`src/rtl/fsm_access_guard_if.sv`:
```
// Purpose: bundles the sequence-FSM observation inputs, the consumer ack and
//          the guard's status/control outputs into one port.
// Ports:   fsm_state/finished/ack are driven by the environment (master);
//          grant/locked/force_init/alarm/viol/fail_cnt are driven by the guard (slave).
interface fsm_access_guard_if #(
  parameter int MAX_FAIL = 3
);
  localparam int CW = $clog2(MAX_FAIL + 1);

  logic [2:0]    fsm_state;
  logic          finished;
  logic          ack;
  logic          grant;
  logic          locked;
  logic          force_init;
  logic          alarm;
  logic          viol;
  logic [CW-1:0] fail_cnt;

  modport master (
    output fsm_state, finished, ack,
    input  grant, locked, force_init, alarm, viol, fail_cnt
  );

  modport slave (
    input  fsm_state, finished, ack,
    output grant, locked, force_init, alarm, viol, fail_cnt
  );
endinterface

```
`src/rtl/fsm_access_guard.sv`:
```
// Purpose: turns a completed FSM sequence into a time-limited grant, counts
//          aborted attempts and enforces a lockout after MAX_FAIL of them.
// Latency: every output is registered; an event sampled on an edge is visible
//          right after that edge. No backpressure: events are evaluated every cycle.
// Ports:   clk, rst (async, active-high); bus (slave modport): fsm_state,
//          finished, ack in; grant, locked, force_init, alarm, viol, fail_cnt out.
module fsm_access_guard #(
  parameter int MAX_FAIL      = 3,
  parameter int LOCK_CYCLES   = 16,
  parameter int GRANT_TIMEOUT = 8
) (
  input  logic                clk,
  input  logic                rst,
  fsm_access_guard_if.slave   bus
);

  localparam int CW   = $clog2(MAX_FAIL + 1);
  localparam int TMAX = (LOCK_CYCLES > GRANT_TIMEOUT) ? LOCK_CYCLES : GRANT_TIMEOUT;
  localparam int TW   = (TMAX > 1) ? $clog2(TMAX) : 1;

  localparam logic [TW-1:0] GRANT_LOAD = TW'(GRANT_TIMEOUT - 1);
  localparam logic [TW-1:0] LOCK_LOAD  = TW'(LOCK_CYCLES - 1);
  localparam logic [CW-1:0] FAIL_MAX   = CW'(MAX_FAIL);

  localparam logic [2:0] ST_INIT = 3'd0;
  localparam logic [2:0] ST_S1   = 3'd2;
  localparam logic [2:0] ST_LAST = 3'd4;

  typedef enum logic [1:0] {
    IDLE    = 2'd0,
    GRANTED = 2'd1,
    LOCKED  = 2'd2
  } state_t;

  state_t        state_q, state_d;
  logic [TW-1:0] timer_q, timer_d;
  logic [2:0]    prev_state_q, prev_state_d;
  logic          fin_q, fin_d;
  logic          grant_q, grant_d;
  logic          locked_q, locked_d;
  logic          force_init_q, force_init_d;
  logic          alarm_q, alarm_d;
  logic          viol_q, viol_d;
  logic [CW-1:0] fail_cnt_q, fail_cnt_d;

  logic          succ, fail, ill;
  logic [CW-1:0] fail_cnt_inc;
  logic          fail_hits_max;
  logic          timer_zero;

  assign succ          = bus.finished & ~fin_q;
  assign fail          = (prev_state_q == ST_S1) && (bus.fsm_state == ST_INIT);
  assign ill           = bus.fsm_state > ST_LAST;
  // Saturating increment so the count can never wrap back to zero.
  assign fail_cnt_inc  = (fail_cnt_q == FAIL_MAX) ? fail_cnt_q : fail_cnt_q + 1'b1;
  assign fail_hits_max = (fail_cnt_inc == FAIL_MAX);
  assign timer_zero    = (timer_q == '0);

  // State register (plus all other registered state and outputs).
  always_ff @(posedge clk or posedge rst) begin
    if (rst) begin
      state_q      <= IDLE;
      timer_q      <= '0;
      prev_state_q <= ST_INIT;
      fin_q        <= 1'b0;
      grant_q      <= 1'b0;
      locked_q     <= 1'b0;
      force_init_q <= 1'b0;
      alarm_q      <= 1'b0;
      viol_q       <= 1'b0;
      fail_cnt_q   <= '0;
    end else begin
      state_q      <= state_d;
      timer_q      <= timer_d;
      prev_state_q <= prev_state_d;
      fin_q        <= fin_d;
      grant_q      <= grant_d;
      locked_q     <= locked_d;
      force_init_q <= force_init_d;
      alarm_q      <= alarm_d;
      viol_q       <= viol_d;
      fail_cnt_q   <= fail_cnt_d;
    end
  end

  // Next-state logic. Priority ill > fail > succ.
  always_comb begin
    state_d = state_q;
    case (state_q)
      IDLE: begin
        if (ill)                       state_d = LOCKED;
        else if (fail && fail_hits_max) state_d = LOCKED;
        else if (!fail && succ)        state_d = GRANTED;
      end
      GRANTED: begin
        if (ill)                       state_d = LOCKED;
        else if (bus.ack || timer_zero) state_d = IDLE;
      end
      LOCKED: begin
        // An illegal state reloads the lockout, so it wins over expiry.
        if (!ill && timer_zero)        state_d = IDLE;
      end
      default:                         state_d = IDLE;
    endcase
  end

  // Output and datapath logic, all feeding registers.
  always_comb begin
    prev_state_d = bus.fsm_state;
    fin_d        = bus.finished;
    grant_d      = (state_d == GRANTED);
    locked_d     = (state_d == LOCKED);
    // Hold the FSM in INIT during lockout, and kick it once when a grant ends.
    force_init_d = (state_d == LOCKED) || (state_q == GRANTED && state_d == IDLE);
    alarm_d      = (state_q != LOCKED) && (state_d == LOCKED);
    viol_d       = (state_q == LOCKED) && (ill || succ);
    timer_d      = timer_q;
    fail_cnt_d   = fail_cnt_q;

    case (state_q)
      IDLE: begin
        if (state_d == GRANTED)     timer_d = GRANT_LOAD;
        else if (state_d == LOCKED) timer_d = LOCK_LOAD;
        else                        timer_d = '0;
        if (!ill && fail)           fail_cnt_d = fail_cnt_inc;
        else if (!ill && succ)      fail_cnt_d = '0;
      end
      GRANTED: begin
        if (state_d == LOCKED)      timer_d = LOCK_LOAD;
        else if (state_d == IDLE)   timer_d = '0;
        else                        timer_d = timer_q - 1'b1;
      end
      LOCKED: begin
        if (ill)                    timer_d = LOCK_LOAD;
        else if (timer_zero)        timer_d = '0;
        else                        timer_d = timer_q - 1'b1;
        if (state_d == IDLE)        fail_cnt_d = '0;
      end
      default: begin
        timer_d    = '0;
        fail_cnt_d = '0;
      end
    endcase
  end

  assign bus.grant      = grant_q;
  assign bus.locked     = locked_q;
  assign bus.force_init = force_init_q;
  assign bus.alarm      = alarm_q;
  assign bus.viol       = viol_q;
  assign bus.fail_cnt   = fail_cnt_q;

endmodule

```
`src/flat_wrapper.sv`:
```
// flat-port wrapper written by rule: the top's interface ports become plain ports
module fsm_access_guard_flat 
#(
  parameter int MAX_FAIL      = 3,
  parameter int LOCK_CYCLES   = 16,
  parameter int GRANT_TIMEOUT = 8
)
  (clk, rst, bus_fsm_state, bus_finished, bus_ack, bus_grant, bus_locked, bus_force_init, bus_alarm, bus_viol, bus_fail_cnt);
  fsm_access_guard_if #(.MAX_FAIL(MAX_FAIL)) bus_i ();
  input  logic clk;
  input  logic rst;
  input wire logic [$bits(bus_i.fsm_state)-1:0] bus_fsm_state;
  input wire logic [$bits(bus_i.finished)-1:0] bus_finished;
  input wire logic [$bits(bus_i.ack)-1:0] bus_ack;
  output wire logic [$bits(bus_i.grant)-1:0] bus_grant;
  output wire logic [$bits(bus_i.locked)-1:0] bus_locked;
  output wire logic [$bits(bus_i.force_init)-1:0] bus_force_init;
  output wire logic [$bits(bus_i.alarm)-1:0] bus_alarm;
  output wire logic [$bits(bus_i.viol)-1:0] bus_viol;
  output wire logic [$bits(bus_i.fail_cnt)-1:0] bus_fail_cnt;
  assign bus_i.fsm_state = bus_fsm_state;
  assign bus_i.finished = bus_finished;
  assign bus_i.ack = bus_ack;
  assign bus_grant = bus_i.grant;
  assign bus_locked = bus_i.locked;
  assign bus_force_init = bus_i.force_init;
  assign bus_alarm = bus_i.alarm;
  assign bus_viol = bus_i.viol;
  assign bus_fail_cnt = bus_i.fail_cnt;
  fsm_access_guard #(.MAX_FAIL(MAX_FAIL), .LOCK_CYCLES(LOCK_CYCLES), .GRANT_TIMEOUT(GRANT_TIMEOUT)) u_core (.clk(clk), .rst(rst), .bus(bus_i));
endmodule
```
`config.mk`:
```
export PLATFORM = sky130hd
export DESIGN_NAME = fsm_access_guard_flat
export DESIGN_NICKNAME = d
export VERILOG_FILES = /design/src/rtl/fsm_access_guard_if.sv /design/src/rtl/fsm_access_guard.sv /design/src/flat_wrapper.sv
export SDC_FILE = /design/constraint.sdc
export NUM_CORES = 1
export LEC_CHECK = 0
export CAP_MARGIN = 20
export CORE_MARGIN = 2
export CORE_UTILIZATION = 54
export DETAILED_ROUTE_END_ITERATION = 12
export PLACE_DENSITY = 0.8
export SYNTH_ARGS = -nofsm -noshare
export SYNTH_HDL_FRONTEND = slang
export SYNTH_SLANG_ARGS = --single-unit
export TNS_END_PERCENT = 30
```
`constraint.sdc`:
```
create_clock -name clk -period 5.2 [get_ports clk]
set_clock_uncertainty 0.1 [all_clocks]
set_input_delay 1.04 -clock clk [delete_from_list [all_inputs] [get_ports clk]]
set_output_delay 1.04 -clock clk [all_outputs]
set_load 0.05 [all_outputs]
```
# [Word level (Yosys, flattened, before mapping)]
# Index checks and enable logic that the tools add are counted.
[word_totals] regBits=17 inputBits=7 out_inout_bits=7 wordCells=64
[classes] add_sub_neg=2 magnitude_cmp=1 n_eq_ne=10 mux=19 bitwise_logic=3 reduce_logical=19
[ops] operator="2-to-1 mux 4 bit" n=6
[ops] operator="2-to-1 mux 2 bit" n=10
[ops] operator="case mux 2 bit (3 select lines)" n=2
[ops] operator="case mux 4 bit (3 select lines)" n=1
[ops] operator="logical AND 1 bit" n=9
[ops] operator="equality test 2 bit (second input constant)" n=4
[ops] operator="equality test 2 x 1 -> 1 bit (second input constant)" n=2
[ops] operator="logical NOT 2 bit" n=2
[ops] operator="logical NOT 4 bit" n=1
[ops] operator="subtractor 4 x 1 -> 4 bit (second input constant)" n=1
[ops] operator="equality test 3 x 2 -> 1 bit (second input constant)" n=1
[ops] operator="greater-than comparator 3 bit (second input constant)" n=1
[ops] operator="logical NOT 3 bit" n=1
[ops] operator="logical OR 1 bit" n=3
[ops] operator="!= test 3 x 1 -> 1 bit (second input constant)" n=1
[ops] operator="AND reduction 3 bit" n=1
[ops] operator="adder 2 x 1 -> 2 bit (second input constant)" n=1
[ops] operator="logical NOT 1 bit" n=2
[ops] operator="!= test 2 x 1 -> 1 bit (second input constant)" n=1
[ops] operator="!= test 2 bit (second input constant)" n=1
[ops] operator="NOT 1 bit" n=2
[ops] operator="bitwise AND 1 bit" n=1

# [Logic depth before layout (Yosys ltp)]
[logic_depth] word_depth=12 depth_mapped=9 depth_no_buf=9

# [Worst setup path after synthesis]
# Ideal clock, no wire load.
[synth_path] kind="input port to flip-flop" start="input bus_fsm_state[2]" end="register u_core.timer_q[0]" setup_ns=0.152 arrival_ns=2.364 t_required_ns=4.948 slack_ns=2.584 cell_stages=7 path_buffers=0 path_cell_list="nor4b_1 > a211oi_1 > o21ai_0 > ha_1 > nor2_1 > o21ai_0 > o311ai_0"
[synth_via] elab_chain_len=12 word_cells_on_any_way=23 classes_between="order compare: 1; eq/ne: 2; mux: 12; reduce/logical: 8"
[synth_lines] element="start, declared" line_no="flat_wrapper.sv:12" rtl="input wire logic [$bits(bus_i.fsm_state)-1:0] bus_fsm_state;"
[synth_lines] element="logical NOT 3 bit" line_no="fsm_access_guard.sv:52" rtl="assign fail = (prev_state_q == ST_S1) && (bus.fsm_state == ST_INIT);"
[synth_lines] element="logical AND 1 bit" line_no="fsm_access_guard.sv:52"
[synth_lines] element="logical NOT 1 bit" line_no="fsm_access_guard.sv:93" rtl="else if (!fail && succ) state_d = GRANTED;"
[synth_lines] element="logical AND 1 bit" line_no="fsm_access_guard.sv:93"
[synth_lines] element="2-to-1 mux 2 bit" line_no="fsm_access_guard.sv:93"
[synth_lines] element="2-to-1 mux 2 bit" line_no="fsm_access_guard.sv:92" rtl="else if (fail && fail_hits_max) state_d = LOCKED;"
[synth_lines] element="2-to-1 mux 2 bit" line_no="fsm_access_guard.sv:91" rtl="if (ill) state_d = LOCKED;"
[synth_lines] element="case mux 2 bit (3 select lines)" line_no="fsm_access_guard.sv:89" rtl="case (state_q)"
[synth_lines] element="equality test 2 bit / logical NOT 2 bit (equally long branches)" line_no="fsm_access_guard.sv:123, fsm_access_guard.sv:129, fsm_access_guard.sv:130"
[synth_lines] element="2-to-1 mux 4 bit, on equally long branches" line_no="fsm_access_guard.sv:123, fsm_access_guard.sv:130"
[synth_lines] element="2-to-1 mux 4 bit, on equally long branches" line_no="fsm_access_guard.sv:122, fsm_access_guard.sv:129"
[synth_lines] element="case mux 4 bit (3 select lines) (*)" line_no="fsm_access_guard.sv:120" rtl="case (state_q)"
[synth_lines] element="net u_core.timer_d[0]" line_no="fsm_access_guard.sv:36" rtl="logic [TW-1:0] timer_q, timer_d;"
[synth_lines] element="end signal, assigned" line_no="fsm_access_guard.sv:74" rtl="timer_q <= timer_d;"
[synth_lines] element="end, declared" line_no="fsm_access_guard.sv:36"
# The timed path passes the listed nets; every way through them passes the cells marked *.
# A chain may end at the register's enable or synchronous reset.

# [Worst setup path in the final report]
[layout_path] start="input bus_fsm_state[2]" end="register u_core.timer_q[1]"
# The elaborated chain is that of the path after synthesis.

==> out/qor.csv <==
metric,value,unit
dpl cells,102,
yosys synthesis warning count,0,
detailed-placement wirelength estimate,1220,um
clock slew seen by the registers of the worst setup and hold paths,0.09,ns
combinational share of power,45.9,%
number of setup violations in the final report,0,
crit path kind,input pin to flop,
Avg Vias per Cell,5.82,
count of max-cap constraint violations,0,
global-route wire length before repair,2630,um
number of clock buffers inserted by TritonCTS,3,
cell area after placement,977,um^2
fillers,118,
R2R Setup Slk,2.81,ns
largest voltage drop on the vdd net,0.242,mV
post-route antenna net violation count,0,
num ports,14,
number of nets produced by synthesis,88,
source-to-sink clock delay at the later pin of the worst-skew pair,0.29,ns
clk root buf,sky130_fd_sc_hd__clkbuf_4,
sequential element share of the synthesized area,50.3,%
global placement routability congestion,0.832,
DRC,0,
drt pass-1 iters,4,
share of the synthesized area in the top cell type,50.3,%
"area leader, netlist",sky130_fd_sc_hd__dfrtp_1,
die extent in y,43.6,um
DR WL/cell,14.9,um
setup repair after global routing missed its margin,no,
sw power,201,uW
transition time at the pin with the least slew margin,0.630,ns
final std cells w/o fill,106,
combined global-route utilization of all metal layers,19.3,%
proportion of total power due to net switching,40.9,%
post-route total power,492,uW
number of vias in the routed layout,617,
pin count of the biggest net entering global routing,18,
pins over their slew limit,0,
flop and latch count out of synthesis,17,
hold path start,u_core.timer_q[0],
endpoint of the lowest-slack register-to-register path,u_core.timer_q[1],
Clock H-tree levels,1,
final critical-path share of the clock period,61.4,%
via count of the first global-routing pass,620,
count of distinct cell types in the synthesized netlist,30,
type of origin of the critical path,input pin,
total leakage power,0.000444,uW
worst slack on hold paths,0.478,ns
top area cells in the synthesized netlist,"sky130_fd_sc_hd__dfrtp_1 50%, sky130_fd_sc_hd__ha_1 8.9%, sky130_fd_sc_hd__o311ai_0 4.1%",
run status,finished clean,
row cnt,14,
Die Wd,43.6,um
hold-critical path endpoint,u_core.timer_q[0],
summed area of non-filler cells in the final layout,1000,um^2
post-synthesis cell count,75,
commonest register cell after synthesis,sky130_fd_sc_hd__dfrtp_1,
arrival time at the worst endpoint,3.24,ns
leading post-synthesis cells by instance count,"17 x sky130_fd_sc_hd__dfrtp_1, 6 x sky130_fd_sc_hd__ha_1, 6 x sky130_fd_sc_hd__nor2_1",
power share of the clock group,14.0,%
cell with the most instances after synthesis,sky130_fd_sc_hd__dfrtp_1,
CTS tree,done,
Mean Syn Cell Area,11.3,um^2
count of buffers inserted at the top-level ports,13,
Hold Path Class,flop to flop,
clock sinks,17,
Initial Utilization,56.8,%
"Min Clock Period, post-route",3.19,ns
DRC violation total after the first TritonRoute iteration,18,
Final Hold Fails,0,
number of diodes,0,
Hold Crit Depth,1,
Sum Neg Setup Slack,0,ns
antenna violations before repair,0,
worst slew slack as a fraction of its limit,58.0,%
worst reg2reg path depth,9,
die footprint,1900,um^2
"FFs w/ async S/R, synth",100,%
internal power,291,uW
number of enable flip-flop cells after synthesis,0,
setup repair bufs after CTS,0,
total global routing overflow,0,
area added between synthesis and finish,18.6,%
placeable core area,1490,um^2
post_cts resized,0,
sequential power share,40.1,%
launching point of the worst reg2reg path,u_core.timer_q[0],
fraction of final layout cells with drive strength greater than 1,6.67,%
Worst Path Required,5.25,ns
number of nets in the finished design,104,
Longest Clk Path Bufs,2,
cts-stage hold buffer count,0,
largest fanout on the critical path,5,
total length of routed wires,1580,um
cell area after synthesis,846,um^2
maximum clock frequency,0.313,GHz
category of the worst setup path capture point,flop,
power density of the placed cells,490,nW/um^2
==> cell usage in the layout, fill, tap and decap left out, types with 3 or more instances in the layout <==
master                            synthesis  layout
sky130_fd_sc_hd__nor2b_1                  3       3
sky130_fd_sc_hd__ha_1                     6       6
sky130_fd_sc_hd__o311ai_0                 4       4
sky130_fd_sc_hd__clkbuf_4                 0       3
sky130_fd_sc_hd__o21ai_0                  4       4
sky130_fd_sc_hd__nor2_1                   6       6
sky130_fd_sc_hd__inv_1                    4       4
sky130_fd_sc_hd__dfrtp_1                 17      17
sky130_fd_sc_hd__clkdlybuf4s50_1          0      13
sky130_fd_sc_hd__a21oi_1                  4       4
==> sequential cells by signal (all words and copies together) (netlist names) <==
register	count
u_core.bus.alarm	1
u_core.bus.fail_cnt	2
u_core.bus.force_init	1
u_core.bus.grant	1
u_core.bus.locked	1
u_core.bus.viol	1
u_core.fin_q	1
u_core.prev_state_q	3
u_core.state_q	2
u_core.timer_q	4
==> worst max-delay path, stage by stage <==
cell and delay (ns):
sky130_fd_sc_hd__clkdlybuf4s50_1 0.48, sky130_fd_sc_hd__nor4b_1 0.52, sky130_fd_sc_hd__a211oi_1 0.18, sky130_fd_sc_hd__o21ai_0 0.35, sky130_fd_sc_hd__ha_1 0.20, sky130_fd_sc_hd__nor2_1 0.04
sky130_fd_sc_hd__o21ai_0 0.24, sky130_fd_sc_hd__o311ai_0 0.18
==> routing by layer <==
| metal | share of wire (%) | vias up | GRT usage (%) | wire length, um |
|---|---|---|---|---|
| met2 | 49 | 21 | 31.2 | 780 |
| li1 | - | 301 | - | - |
| met4 | 2.7 | 0 | 10.9 | 43 |
| met5 | 0 | - | 0 | 0 |
| met3 | 4.3 | 4 | 3.75 | 68 |
| met1 | 43 | 291 | 24.1 | 686 |
==> logic make-up (layout without fill, tap and decap cells) <==
| group | after synthesis | after routing | share of synthesized area [%] |
|---|---|---|---|
| AOI/OAI and AO/OA | 22 | 22 | 18.0 |
| xor gates and xnor gates | 2 | 2 | 2.07 |
| adders and majority gates | 6 | 6 | 8.88 |
| buffers and inverters | 6 | 21 | 3.99 |
| DFF | 17 | 17 | 50.3 |
| muxes | 1 | 1 | 1.18 |
| and+or+nand+nor | 21 | 21 | 15.5 |
==> final cells by class <==
class	instances	area, um^2	area share (%)
sequential	17	425	42.4
multi-input combinational	52	387	38.5
timing repair buffer	13	130	13.0
clock buffer	4	26.3	2.62
tap	16	20.0	2.00
inverter	4	15.0	1.50
==> per-stage QoR <==
step                      util (%)  setup WS (ns)
after CTS                     67.4           2.03
after detailed placement      65.6           1.72
final                         67.4           2.01
after floorplan                  -           2.58
after global routing          67.4           1.72
after global placement        65.6           1.90
==> power groups by stage <==
stage	Clock (uW)	Sequential [uW]	Combinational, uW
final	68.9	197	226
after CTS	71.3	198	226
after global routing	74.4	203	248
after global placement	0	200	219
after floorplan	0	240	128
after detailed placement	0	200	227
==> how the worst max path moves through the flow <==
stage / startpoint / end / slack, ns
4_1_cts: bus_fsm_state[2] / u_core.timer_q[0] / 2.03
2_1_floorplan: bus_fsm_state[2] / u_core.timer_q[0] / 2.58
5_1_grt: bus_fsm_state[2] / u_core.timer_q[0] / 1.72
6_report: bus_fsm_state[2] / u_core.timer_q[1] / 2.01
3_5_place_dp: bus_fsm_state[2] / u_core.timer_q[0] / 1.72
3_3_place_gp: bus_fsm_state[2] / u_core.timer_q[0] / 1.90
Note: power is estimated with default switching activity, not from simulation.
